## src/rtl/acc_outstanding_cnt.sv

```systemverilog
// Saturating up/down counter of in-flight accelerator memory ops.
// err flags an increment at MAX or a decrement at zero; the count holds in both cases.
module acc_outstanding_cnt #(
  parameter int MAX = 8,
  parameter int W   = $clog2(MAX + 1)
) (
  input  logic         clk,
  input  logic         rst_n,
  input  logic         inc,
  input  logic         dec,
  output logic [W-1:0] cnt,
  output logic         zero,
  output logic         full,
  output logic         err
);

  always_comb begin
    zero = (cnt == '0);
    full = (cnt == W'(MAX));
    // A simultaneous inc/dec cancels, so it can never be an error.
    err  = (inc & ~dec & full) | (dec & ~inc & zero);
  end

  always_ff @(posedge clk or negedge rst_n) begin
    if (!rst_n) begin
      cnt <= '0;
    end else if (inc && !dec && !full) begin
      cnt <= cnt + W'(1);
    end else if (dec && !inc && !zero) begin
      cnt <= cnt - W'(1);
    end
  end

endmodule

```

## src/rtl/acc_mem_order_ctrl.sv

```systemverilog
// Orders scalar LSU and vector accelerator memory traffic and sequences fences.
// Gating is combinational from registered counts/state plus same-cycle dispatches.
module acc_mem_order_ctrl #(
  parameter  int MAX_OUTSTANDING = 8,
  localparam int CNT_W           = $clog2(MAX_OUTSTANDING + 1)
) (
  input  logic             clk_i,
  input  logic             rst_ni,
  input  logic             flush_i,
  input  logic             acc_ld_disp_i,
  input  logic             acc_st_disp_i,
  input  logic             acc_ld_complete_i,
  input  logic             acc_st_complete_i,
  input  logic             lsu_valid_i,
  input  logic             lsu_is_store_i,
  input  logic             lsu_ready_i,
  output logic             lsu_valid_o,
  output logic             lsu_ready_o,
  input  logic             lsu_st_pending_i,
  input  logic             acc_valid_i,
  input  logic             acc_is_mem_i,
  input  logic             acc_is_store_i,
  input  logic             acc_ready_i,
  output logic             acc_valid_o,
  output logic             acc_ready_o,
  input  logic             fence_req_i,
  output logic             fence_done_o,
  output logic [CNT_W-1:0] ld_cnt_o,
  output logic [CNT_W-1:0] st_cnt_o,
  output logic             err_o
);

  typedef enum logic [1:0] {IDLE, DRAIN, DONE} fence_state_e;

  fence_state_e state_q, state_d;
  logic ld_zero, ld_full, ld_err;
  logic st_zero, st_full, st_err;
  logic err_q;
  logic drain, blk_s, blk_a;

  acc_outstanding_cnt #(.MAX(MAX_OUTSTANDING), .W(CNT_W)) u_ld_cnt (
    .clk  (clk_i),
    .rst_n(rst_ni),
    .inc  (acc_ld_disp_i),
    .dec  (acc_ld_complete_i),
    .cnt  (ld_cnt_o),
    .zero (ld_zero),
    .full (ld_full),
    .err  (ld_err)
  );

  acc_outstanding_cnt #(.MAX(MAX_OUTSTANDING), .W(CNT_W)) u_st_cnt (
    .clk  (clk_i),
    .rst_n(rst_ni),
    .inc  (acc_st_disp_i),
    .dec  (acc_st_complete_i),
    .cnt  (st_cnt_o),
    .zero (st_zero),
    .full (st_full),
    .err  (st_err)
  );

  always_ff @(posedge clk_i or negedge rst_ni) begin
    if (!rst_ni) begin
      state_q <= IDLE;
      err_q   <= 1'b0;
    end else begin
      state_q <= state_d;
      err_q   <= err_q | ld_err | st_err;
    end
  end

  always_comb begin
    state_d      = state_q;
    fence_done_o = 1'b0;
    case (state_q)
      IDLE:  if (fence_req_i) state_d = DRAIN;
      DRAIN: begin
        // Flush wins over completion so an aborted fence never reports done.
        if (flush_i) begin
          state_d = IDLE;
        end else if (ld_zero && st_zero && !lsu_st_pending_i &&
                     !acc_ld_disp_i && !acc_st_disp_i) begin
          state_d = DONE;
        end
      end
      DONE: begin
        fence_done_o = 1'b1;
        state_d      = IDLE;
      end
      default: state_d = IDLE;
    endcase
  end

  always_comb begin
    drain = (state_q == DRAIN);
    // Scalar stores wait for all vector traffic; scalar loads only for vector stores.
    if (lsu_is_store_i) begin
      blk_s = drain | ~ld_zero | ~st_zero | acc_ld_disp_i | acc_st_disp_i;
    end else begin
      blk_s = drain | ~st_zero | acc_st_disp_i;
    end
    blk_a = drain | (acc_is_mem_i &
                     (lsu_st_pending_i | (acc_is_store_i ? st_full : ld_full)));
    lsu_valid_o = lsu_valid_i & ~blk_s;
    lsu_ready_o = lsu_ready_i & ~blk_s;
    acc_valid_o = acc_valid_i & ~blk_a;
    acc_ready_o = acc_ready_i & ~blk_a;
    err_o       = err_q;
  end

endmodule
```

## config.mk

```make
export PLATFORM = sky130hd
export DESIGN_NAME = acc_mem_order_ctrl
export DESIGN_NICKNAME = d
export VERILOG_FILES = /design/src/rtl/acc_outstanding_cnt.sv /design/src/rtl/acc_mem_order_ctrl.sv
export SDC_FILE = /design/constraint.sdc
export NUM_CORES = 1
export LEC_CHECK = 0
export ABC_AREA = 1
export CAP_MARGIN = 20
export CORE_UTILIZATION = 32
export CTS_BUF_LIST = sky130_fd_sc_hd__clkbuf_4 sky130_fd_sc_hd__clkbuf_8
export DETAILED_ROUTE_END_ITERATION = 10
export GPL_TIMING_DRIVEN = 0
export SLEW_MARGIN = 20
export SYNTH_ARGS = -nofsm -noshare
export SYNTH_HDL_FRONTEND = slang
export SYNTH_SLANG_ARGS = --single-unit
```

## constraint.sdc

```tcl
create_clock -name clk_i -period 5 [get_ports clk_i]
set_input_delay 0.75 -clock clk_i [delete_from_list [all_inputs] [get_ports clk_i]]
set_output_delay 0.75 -clock clk_i [all_outputs]
set_load 0.05 [all_outputs]
```

**Word level (Yosys, flattened, before mapping)**

Index checks and enable logic that the tools add are counted.
W data, S select, Z words.

- Word-level logic and storage cells: 85
- Input port bits: 16
- Output and inout bits: 14
- Register bits: 11

- Add/subtract/negate cells: 4
- Eq/ne operators: 6
- Bitwise logic cells: 33
- Mux-type cells: 11
- Reduce and logical (&&, ||, !) cells: 27

Operators with widths:

| cell | count |
|---|---|
| $mux W4 | 4 |
| $and A1 B1 Y1 | 13 |
| $logic_and A1 B1 Y1 | 12 |
| $or A1 B1 Y1 | 12 |
| $logic_not A1 Y1 | 9 |
| $add A4 B1 Y4 const B | 2 |
| $eq A4 B4 Y1 const B | 2 |
| $logic_not A4 Y1 | 2 |
| $not A1 Y1 | 8 |
| $sub A4 B1 Y4 const B | 2 |
| $mux W2 | 3 |
| $pmux W2 S2 | 1 |
| $reduce_bool A2 Y1 | 2 |
| $mux W1 | 3 |
| $ne A3 B2 Y1 const B | 1 |
| $eq A2 B1 Y1 const B | 1 |
| $eq A2 B2 Y1 const B | 1 |
| $logic_not A2 Y1 | 1 |
| $ne A2 B2 Y1 const B | 1 |
| $reduce_and A2 Y1 | 1 |

**Longest topological paths before layout**

Gate-level depths: netlist (run 1).

- Depth in word-level cells: 9
- Mapped depth: 12
- Gate-level depth less buffers: 12

**Cells and area by module**

Synthesis (run 1) repeated with hierarchy kept, for this count alone.

- Cell total of the unflattened synthesis: 126
- Area, all modules: 924.6 um^2

Modules (own cells, without submodules):

| module | area each (um^2) | seq. area each (um^2) | times used | cells an instance |
|---|---|---|---|---|
| acc_outstanding_cnt | 355.3 | 100.1 | 2 | 45 |
| acc_mem_order_ctrl | 214.0 | 75.1 | 1 | 36 |

**Least setup slack after synthesis (run 1)**

No wires, ideal clock.

- Path kind: register to output
- Start point: reg u_ld_cnt.cnt[0]
- End point: out lsu_ready_o
- Data arrival time: 1.823 ns
- Cell stages (with the launch flop): 6
- Required time: 4.250 ns
- Path buffers: 0
- Slack: 2.427 ns
- Path through: dfrtp_1 -> nor2_4 -> nand2_2 -> o21ai_2 -> nand3_1 -> nor2_1

- Word-level cells in the longest chain between the ends: 9

Ends and longest elaborated chain:

| element | line | RTL |
|---|---|---|
| from (decl) | acc_outstanding_cnt.sv:11 | `output logic [W-1:0] cnt,` |
| from (signal assigned) | acc_outstanding_cnt.sv:28 | `cnt <= cnt + W'(1);` |
| from (signal assigned) | acc_outstanding_cnt.sv:30 | `cnt <= cnt - W'(1);` |
| $logic_not A4 Y1 | acc_outstanding_cnt.sv:18 | `zero = (cnt == '0);` |
| $not A1 Y1 | acc_mem_order_ctrl.sv:99 | `blk_s = drain \| ~ld_zero \| ~st_zero \| acc_ld_disp_i \| acc_st_disp_i;` |
| $or A1 B1 Y1 (4 in a row) | acc_mem_order_ctrl.sv:99 |  |
| $mux W1 | acc_mem_order_ctrl.sv:98 | `if (lsu_is_store_i) begin` |
| $not A1 Y1 | acc_mem_order_ctrl.sv:106 | `lsu_ready_o = lsu_ready_i & ~blk_s;` |
| $and A1 B1 Y1 | acc_mem_order_ctrl.sv:106 |  |
| to (decl) | acc_mem_order_ctrl.sv:18 | `output logic lsu_ready_o,` |

No other way between the ends.

**Worst setup path after layout (run 1)**

- Start point: in acc_st_disp_i
- End point: out lsu_ready_o

- Word-level cells in the longest chain between the ends: 4
- Elaborated cells between the ends (all ways): 5
- Those cells by class: mux: 1; bitwise: 4

Ends and longest elaborated chain:

| element | line | RTL |
|---|---|---|
| from (decl) | acc_mem_order_ctrl.sv:11 | `input logic acc_st_disp_i,` |
| $or A1 B1 Y1 (on tied branches) | acc_mem_order_ctrl.sv:101, acc_mem_order_ctrl.sv:99 |  |
| $mux W1 (*) | acc_mem_order_ctrl.sv:98 |  |
| $not A1 Y1 (*) | acc_mem_order_ctrl.sv:106 |  |
| $and A1 B1 Y1 (*) | acc_mem_order_ctrl.sv:106 |  |

Every way passes the cells marked *; elsewhere a longest branch is shown, timed or not.

==> impl_metrics.py, run 1 <==
metrics = {
    "outcome": {
        "status": "completed",
    },
    "pwr": {
        "power.density_nw_per_um2": 579.0,
        "p_clk_frac": 0.095,
        "p_sw_frac": 0.5390,
        "p_seq_frac": 0.265,
        "power.switching_uw": 395.2,
        "intPower_uw": 337.9,
        "comb_power_share": 0.641,
        "ir_drop_mv": 0.3167,
        "leakage_uw": 0.0005946,
    },
    "clock_tree": {
        "cts.path.max_buffers": 2,
        "cts_resized": 0,
        "numClockSinks": 11,
        "post_cts_buffers": 0,
        "cts-root-buf": "clkbuf_4",
        "clk_pin_slew_ns": 0.07,
        "cts_tree": "yes",
        "htreeDepth": 1,
        "holdBufCountCts": 0,
        "cts_inserted_buffers": 3,
        "worstSkewPairLatency_ns": 0.27,
    },
    "floorplanning": {
        "io_pins": 30,
        "coreArea_um2": 2590,
        "die_w_um": 55.28,
        "die_y_um": 55.28,
        "start_util": 0.3507,
        "dieArea_um2": 3056,
        "fp-row-count": 18,
    },
    "synth": {
        "synth_mux_area_frac": 0,
        "syn-instance-count": 118,
        "yosysUniqueCellTypes": 19,
        "synth_xor_area_frac": 0.03857,
        "yosys.area_share.simple": 0.4408,
        "synth_compound_area_frac": 0.04821,
        "synth-seq-cells": 11,
        "yosys_warnings": 0,
        "ys_seq_area_frac": 0.3030,
        "synth_area_um2": 908.4,
        "synth_top_family_by_area": "simple AND/OR/NAND/NOR gates",
        "synth_area_per_cell_um2": 7.698,
        "synth_fa_ha_area_frac": 0.09917,
        "synth_nets": 140,
    },
    "setup_path": {
        "start_kind": "primary input",
        "crit_path_cell_trace": "clkdlybuf4s50_1 -> nor2_4 -> nand3_1 -> nor2_1 -> clkdlybuf4s50_1",
        "required_ns": 4.25,
        "path_common_cell": "clkdlybuf4s50_1",
        "max_stage_delay_ns": 0.80,
        "cp_max_fo": 3,
        "critPathTopFamily": "buffers and inverters",
        "crit_path_end_kind": "output port",
        "path_buf_inv": 2,
        "criticalPathCategory": "primary input to output port",
        "rrSetupSlack_ns": 3.21,
        "cp.arrival_ns": 2.42,
        "slowest_stage": "clkdlybuf4s50_1",
    },
    "drt": {
        "ant_nets": 0,
        "drt_wl_total_mm": 2.036,
        "firstDrtPassIters": 4,
        "avgViaCountPerCell": 4.669,
        "routed-via-count": 845,
        "wire_per_inst_um": 11.25,
        "drt-initial-drc-count": 16,
        "drcViolationCount": 0,
    },
    "job": {
        "max_cap_violations": 0,
    },
    "global_route": {
        "overflow": 0,
        "grt_util_met3": 0.03981,
        "grt.total_usage": 0.1500,
        "grt_max_degree": 12,
        "grtUsageMet2": 0.2478,
        "grt_pass1_vias": 848,
        "grt-busiest-layer": "met2",
        "antenna_found_initial": 0,
        "grt_pass1_wl_mm": 3.684,
        "gr-usage-met1": 0.1879,
    },
    "timing": {
        "final_hold_viol_count": 0,
        "period_needed_ns": 3.171,
        "fin_worst_skew_ns": 0.007806,
        "finalCritPeriodShare": 0.6341,
        "setup-violations-final": 0,
        "slew_viol_final": 0,
        "max_freq_mhz": 315.4,
        "rsz0062_at_grt": "false",
        "relSlewSlack": 0.6357,
        "worst_pin_slew_ns": 0.5447,
        "finalSetupTns_ns": 0,
    },
    "cells_and_area": {
        "area_growth_pct": 39.39,
        "fin_cells": 181,
        "fin_util": 0.4889,
        "fillers": 260,
        "fin_nets": 174,
        "drive_gt1_frac": 0.1523,
        "antennaDiodeCount": 0,
        "final_cell_area_um2": 1266,
    },
    "placed_design": {
        "placed_cell_area_um2": 1236,
        "gp_congestion": 0.7562,
        "hpwl_mm": 1.611,
        "post-place-cells": 177,
        "io_buffers": 29,
    },
    "min_path": {
        "worstHoldPathType": "register to register",
    },
}
[worst register-to-register path: stages, from the launching register on]
cell and delay [ns]:
dfrtp_1 0.48, nor2_4 0.20, nand2_1 0.11, nand2_4 0.12, ha_1 0.28, nand3_1 0.10
nand3_1 0.11, inv_1 0.08, nand2_1 0.08, nand3_1 0.09, nand2_1 0.05
[placed cells by master (no fill, tap or decap)]
| master | count |
|---|---|
| nand2_4 | 5 |
| o21ai_2 | 1 |
| clkdlybuf4s50_1 | 29 |
| nand4_1 | 1 |
| fa_1 | 2 |
| clkbuf_4 | 4 |
| nand2_1 | 25 |
| a21oi_1 | 5 |
| nand3_2 | 3 |
| ha_1 | 4 |
| o21ai_1 | 2 |
| dfrtp_1 | 11 |
| nor2_4 | 5 |
| xor2_1 | 2 |
| nand2_2 | 4 |
| xnor2_1 | 2 |
| nor2_2 | 1 |
| inv_1 | 17 |
| nand3_1 | 14 |
| nor2_1 | 13 |
| nand3b_1 | 1 |
[flip-flops by register name, indices dropped and copies added, names as in the netlist]
register,flops
u_st_cnt.cnt,4
err_o,1
u_ld_cnt.cnt,4
state_q,2
[per-stage QoR]
| step | total power (µW) | setup WS (ns) | hold WS, ns |
|---|---|---|---|
| floorplan | 530.1 | 2.427 | 0.4544 |
| detailed placement | 668.2 | 1.815 | 0.4962 |
| global route | 790.3 | 1.739 | 0.5389 |
| global placement | 656.0 | 1.838 | 0.4902 |
| finish | 733.1 | 1.829 | 0.5001 |
| CTS | 742.4 | 1.813 | 0.5135 |
[layer usage]
layer	up-vias	share of wire
met2	22	0.46
met4	0	0.015
li1	444	-
met5	-	0
met3	4	0.049
met1	375	0.47
[worst paths after layout]
path                                             start                           to  cells after the start
setup / recovery                         acc_st_disp_i                  lsu_ready_o                      5
min in group asynchronous                       rst_ni  u_st_cnt.cnt[0]$_DFFE_PN0P_                      1
setup reg to reg           u_ld_cnt.cnt[0]$_DFFE_PN0P_  u_ld_cnt.cnt[3]$_DFFE_PN0P_                     10
hold / removal                         err_o$_DFF_PN0_              err_o$_DFF_PN0_                      2
max in group asynchronous                       rst_ni  u_st_cnt.cnt[1]$_DFFE_PN0P_                      1
hold reg to reg                        err_o$_DFF_PN0_              err_o$_DFF_PN0_                      2
[power by group through the flow]
stage,Clock [µW],Combinational (µW),Sequential [µW]
after floorplan,0,217,313
after global placement,0,464,192
after detailed placement,0,472,197
after CTS,72.4,474,196
after global routing,76.2,512,203
final,69.5,470,194
[area by class of cell]
| class | count | area [µm²] | area share |
|---|---|---|---|
| flip-flops and latches | 11 | 275.3 | 0.2174 |
| inverters | 17 | 63.81 | 0.05040 |
| repair buffers | 29 | 290.3 | 0.2292 |
| multi-input cells | 90 | 569.3 | 0.4496 |
| clock buffers | 4 | 30.03 | 0.02372 |
| well taps | 30 | 37.54 | 0.02964 |
[cells in the mapped netlist]
| cell | count | share of area |
|---|---|---|
| nand4_1 | 1 | 0.0069 |
| o21ai_1 | 2 | 0.011 |
| ha_1 | 4 | 0.055 |
| nand2_4 | 5 | 0.062 |
| o21ai_2 | 1 | 0.0096 |
| fa_1 | 2 | 0.044 |
| nand3b_1 | 1 | 0.0083 |
| inv_1 | 17 | 0.070 |
| dfrtp_1 | 11 | 0.30 |
| nand3_1 | 14 | 0.077 |
| xnor2_1 | 2 | 0.019 |
| nand2_1 | 25 | 0.10 |
| nor2_1 | 13 | 0.054 |
| a21oi_1 | 5 | 0.028 |
| xor2_1 | 2 | 0.019 |
| nor2_2 | 1 | 0.0069 |
| nand2_2 | 4 | 0.028 |
| nand3_2 | 3 | 0.033 |
| nor2_4 | 5 | 0.062 |
[cell families after synthesis]
group           count (synthesis)
compound gates                  8
fa+ha+maj                       6
flops                          11
simple gates                   72
buf+inv                        17
xor+xnor                        4
Note: power is estimated with default switching activity, not from simulation.
==> run 2: changes to the inputs <==
==> constraint.sdc (replaced) <==
create_clock -name clk_i -period 3.1 [get_ports clk_i]
set_input_delay 0.465 -clock clk_i [delete_from_list [all_inputs] [get_ports clk_i]]
set_output_delay 0.465 -clock clk_i [all_outputs]
set_load 0.05 [all_outputs]
==> results of run 2 <==
The final DEF is identical to that of run 1. Status: completed.
Among the figures that moved: setup slack after placement 1.815 ns -> 0.4852 ns; clock-pin slew on the worst setup and hold paths 0.07 ns -> 0.08 ns; setup slack after layout 1.829 ns -> 0.4130 ns; start point of the critical path acc_st_disp_i -> u_st_cnt.cnt[0]$_DFFE_PN0P_; register-to-register setup slack 3.21 ns -> 1.31 ns; total power 733.1 µW -> 1183 µW; worst IR drop on VDD 0.3167 mV -> 0.5109 mV
==> run 3: changes to the inputs <==
--- a/config.mk
+++ b/config.mk
@@ -11,6 +11,7 @@
 export CTS_BUF_LIST = sky130_fd_sc_hd__clkbuf_4 sky130_fd_sc_hd__clkbuf_8
 export DETAILED_ROUTE_END_ITERATION = 10
 export GPL_TIMING_DRIVEN = 0
+export PLACE_DENSITY_LB_ADDON = 0.12
 export SLEW_MARGIN = 20
 export SYNTH_ARGS = -nofsm -noshare
 export SYNTH_HDL_FRONTEND = slang
==> run 3 against run 2 <==
Clock skew fell by 0.0067 ns. Sequential share of layout area about the same. Flip-flop and latch count unchanged. Cell count did not move. Global-route usage decreased by 1.0 points.
==> impl_metrics.py, run 3 (same netlist as run 1, synthesis figures left out) <==
metrics = {
    "drt": {
        "drt-met1-wl_um": 860,
        "drt_wl_total_mm": 1.791,
        "wire_per_inst_um": 9.895,
        "maxUsedRoutingLayer": "met4",
        "drt-initial-drc-count": 14,
        "routed-via-count": 825,
        "firstDrtPassIters": 4,
        "dr_wl_met2_um": 800,
        "wl_met3_um": 121,
        "ant_nets": 0,
        "avgViaCountPerCell": 4.558,
        "drcViolationCount": 0,
    },
    "placed_design": {
        "io_buffers": 29,
        "gp_congestion": 0.7410,
        "hpwl_mm": 1.495,
    },
    "floorplanning": {
        "dieArea_um2": 3056,
        "die_y_um": 55.28,
        "die_w_um": 55.28,
        "start_util": 0.3507,
        "coreArea_um2": 2590,
        "io_pins": 30,
        "fp-row-count": 18,
    },
    "pwr": {
        "power.density_nw_per_um2": 912.8,
        "leakage_uw": 0.0005939,
        "power_uw": 1154,
        "ir_drop_mv": 0.6035,
    },
    "min_path": {
        "worstHoldPathType": "register to register",
    },
    "outcome": {
        "status": "completed",
    },
    "setup_path": {
        "start_kind": "register",
        "cp_max_fo": 6,
        "crit_path_end_kind": "output port",
        "required_ns": 2.63,
        "cp.arrival_ns": 2.18,
        "criticalPathCategory": "register to output port",
    },
    "timing": {
        "max_freq_mhz": 377.9,
        "finalSetupTns_ns": 0,
        "relSlewSlack": 0.6657,
        "finalCritPeriodShare": 0.8535,
        "rsz0062_at_grt": "false",
        "fin_worst_skew_ns": 0.001108,
        "worst_pin_slew_ns": 0.4999,
        "period_needed_ns": 2.646,
        "slew_viol_final": 0,
        "final_hold_viol_count": 0,
        "setup-violations-final": 0,
    },
    "clock_tree": {
        "cts_resized": 0,
        "clk_pin_slew_ns": 0.07,
        "numClockSinks": 11,
        "post_cts_buffers": 0,
        "cts.path.max_buffers": 2,
        "htreeDepth": 1,
        "cts_tree": "yes",
        "worstSkewPairLatency_ns": 0.27,
        "cts_inserted_buffers": 3,
        "cts-root-buf": "clkbuf_4",
        "holdBufCountCts": 0,
    },
    "cells_and_area": {
        "fin_util": 0.4879,
        "area_growth_pct": 39.12,
        "fillers": 266,
        "register_area_um2": 275.3,
        "multi_input_area_um2": 569.3,
        "antennaDiodeCount": 0,
        "drive_gt1_frac": 0.1523,
        "fin_nets": 174,
        "reg_top3": "u_ld_cnt.cnt: 4 flops, u_st_cnt.cnt: 4 flops, state_q: 2 flops",
        "final_common_cell": "clkdlybuf4s50_1",
        "final_cell_mix": "clkdlybuf4s50_1, nand2_1, inv_1",
    },
    "global_route": {
        "grt_max_degree": 12,
        "grt_pass1_wl_mm": 3.463,
        "antenna_found_initial": 0,
        "grt_pass1_vias": 807,
        "grt.total_usage": 0.1399,
        "overflow": 0,
    },
    "job": {
        "max_cap_violations": 0,
    },
}
run 3: final timing paths:
kind,to,slack (ns),cells after the start,startpoint
min in group asynchronous,state_q[1]$_DFFE_PN0P_,0.53,1,rst_ni
hold / removal,err_o$_DFF_PN0_,0.50,2,err_o$_DFF_PN0_
hold reg to reg,err_o$_DFF_PN0_,0.50,2,err_o$_DFF_PN0_
setup reg to reg,u_ld_cnt.cnt[3]$_DFFE_PN0P_,1.31,10,u_ld_cnt.cnt[0]$_DFFE_PN0P_
max in group asynchronous,u_st_cnt.cnt[1]$_DFFE_PN0P_,2.24,1,rst_ni
setup / recovery,lsu_ready_o,0.45,6,u_ld_cnt.cnt[0]$_DFFE_PN0P_
run 3: routing by layer:
metal / GRT usage / vias to the layer above
met5: 0 / -
met4: 0.04286 / 0
met3: 0.05152 / 2
met2: 0.2169 / 26
met1: 0.1811 / 359
li1: - / 438
run 3: final cells by class:
type / count / area share
tap: 30 / 0.02970
inverter: 17 / 0.05050
clock inverter: 1 / 0.003960
clock buffer: 3 / 0.01782
timing repair buffer: 29 / 0.2297
sequential: 11 / 0.2178
multi-input combinational: 90 / 0.4505
run 3: where the power goes:
group | total [µW] | leakage (µW) | switching (µW) | internal, µW
clock | 96.6 | 0.0000177 | 48.9 | 47.8
sequential | 309 | 0.000129 | 103 | 206
combinational | 748 | 0.000447 | 469 | 279
run 3: worst max-delay path, stage by stage (launching register included):
cell,delay (ns)
dfrtp_1,0.47
nor2_4,0.21
nand2_2,0.12
o21ai_2,0.13
nand3_1,0.09
nor2_1,0.09
clkdlybuf4s50_1,0.80
run 3: per-stage QoR:
stage                     instances  cell area [µm²]  hold slack [ns]  worst slack, ns
final                           181             1264           0.4969           0.4541
after global routing            181             1264           0.5594           0.3336
after CTS                       181             1264           0.4979           0.4140
after detailed placement        177             1236           0.4800           0.5008
after floorplan                 118            908.4           0.1694           0.8120
after global placement          177             1236           0.4653           0.4981
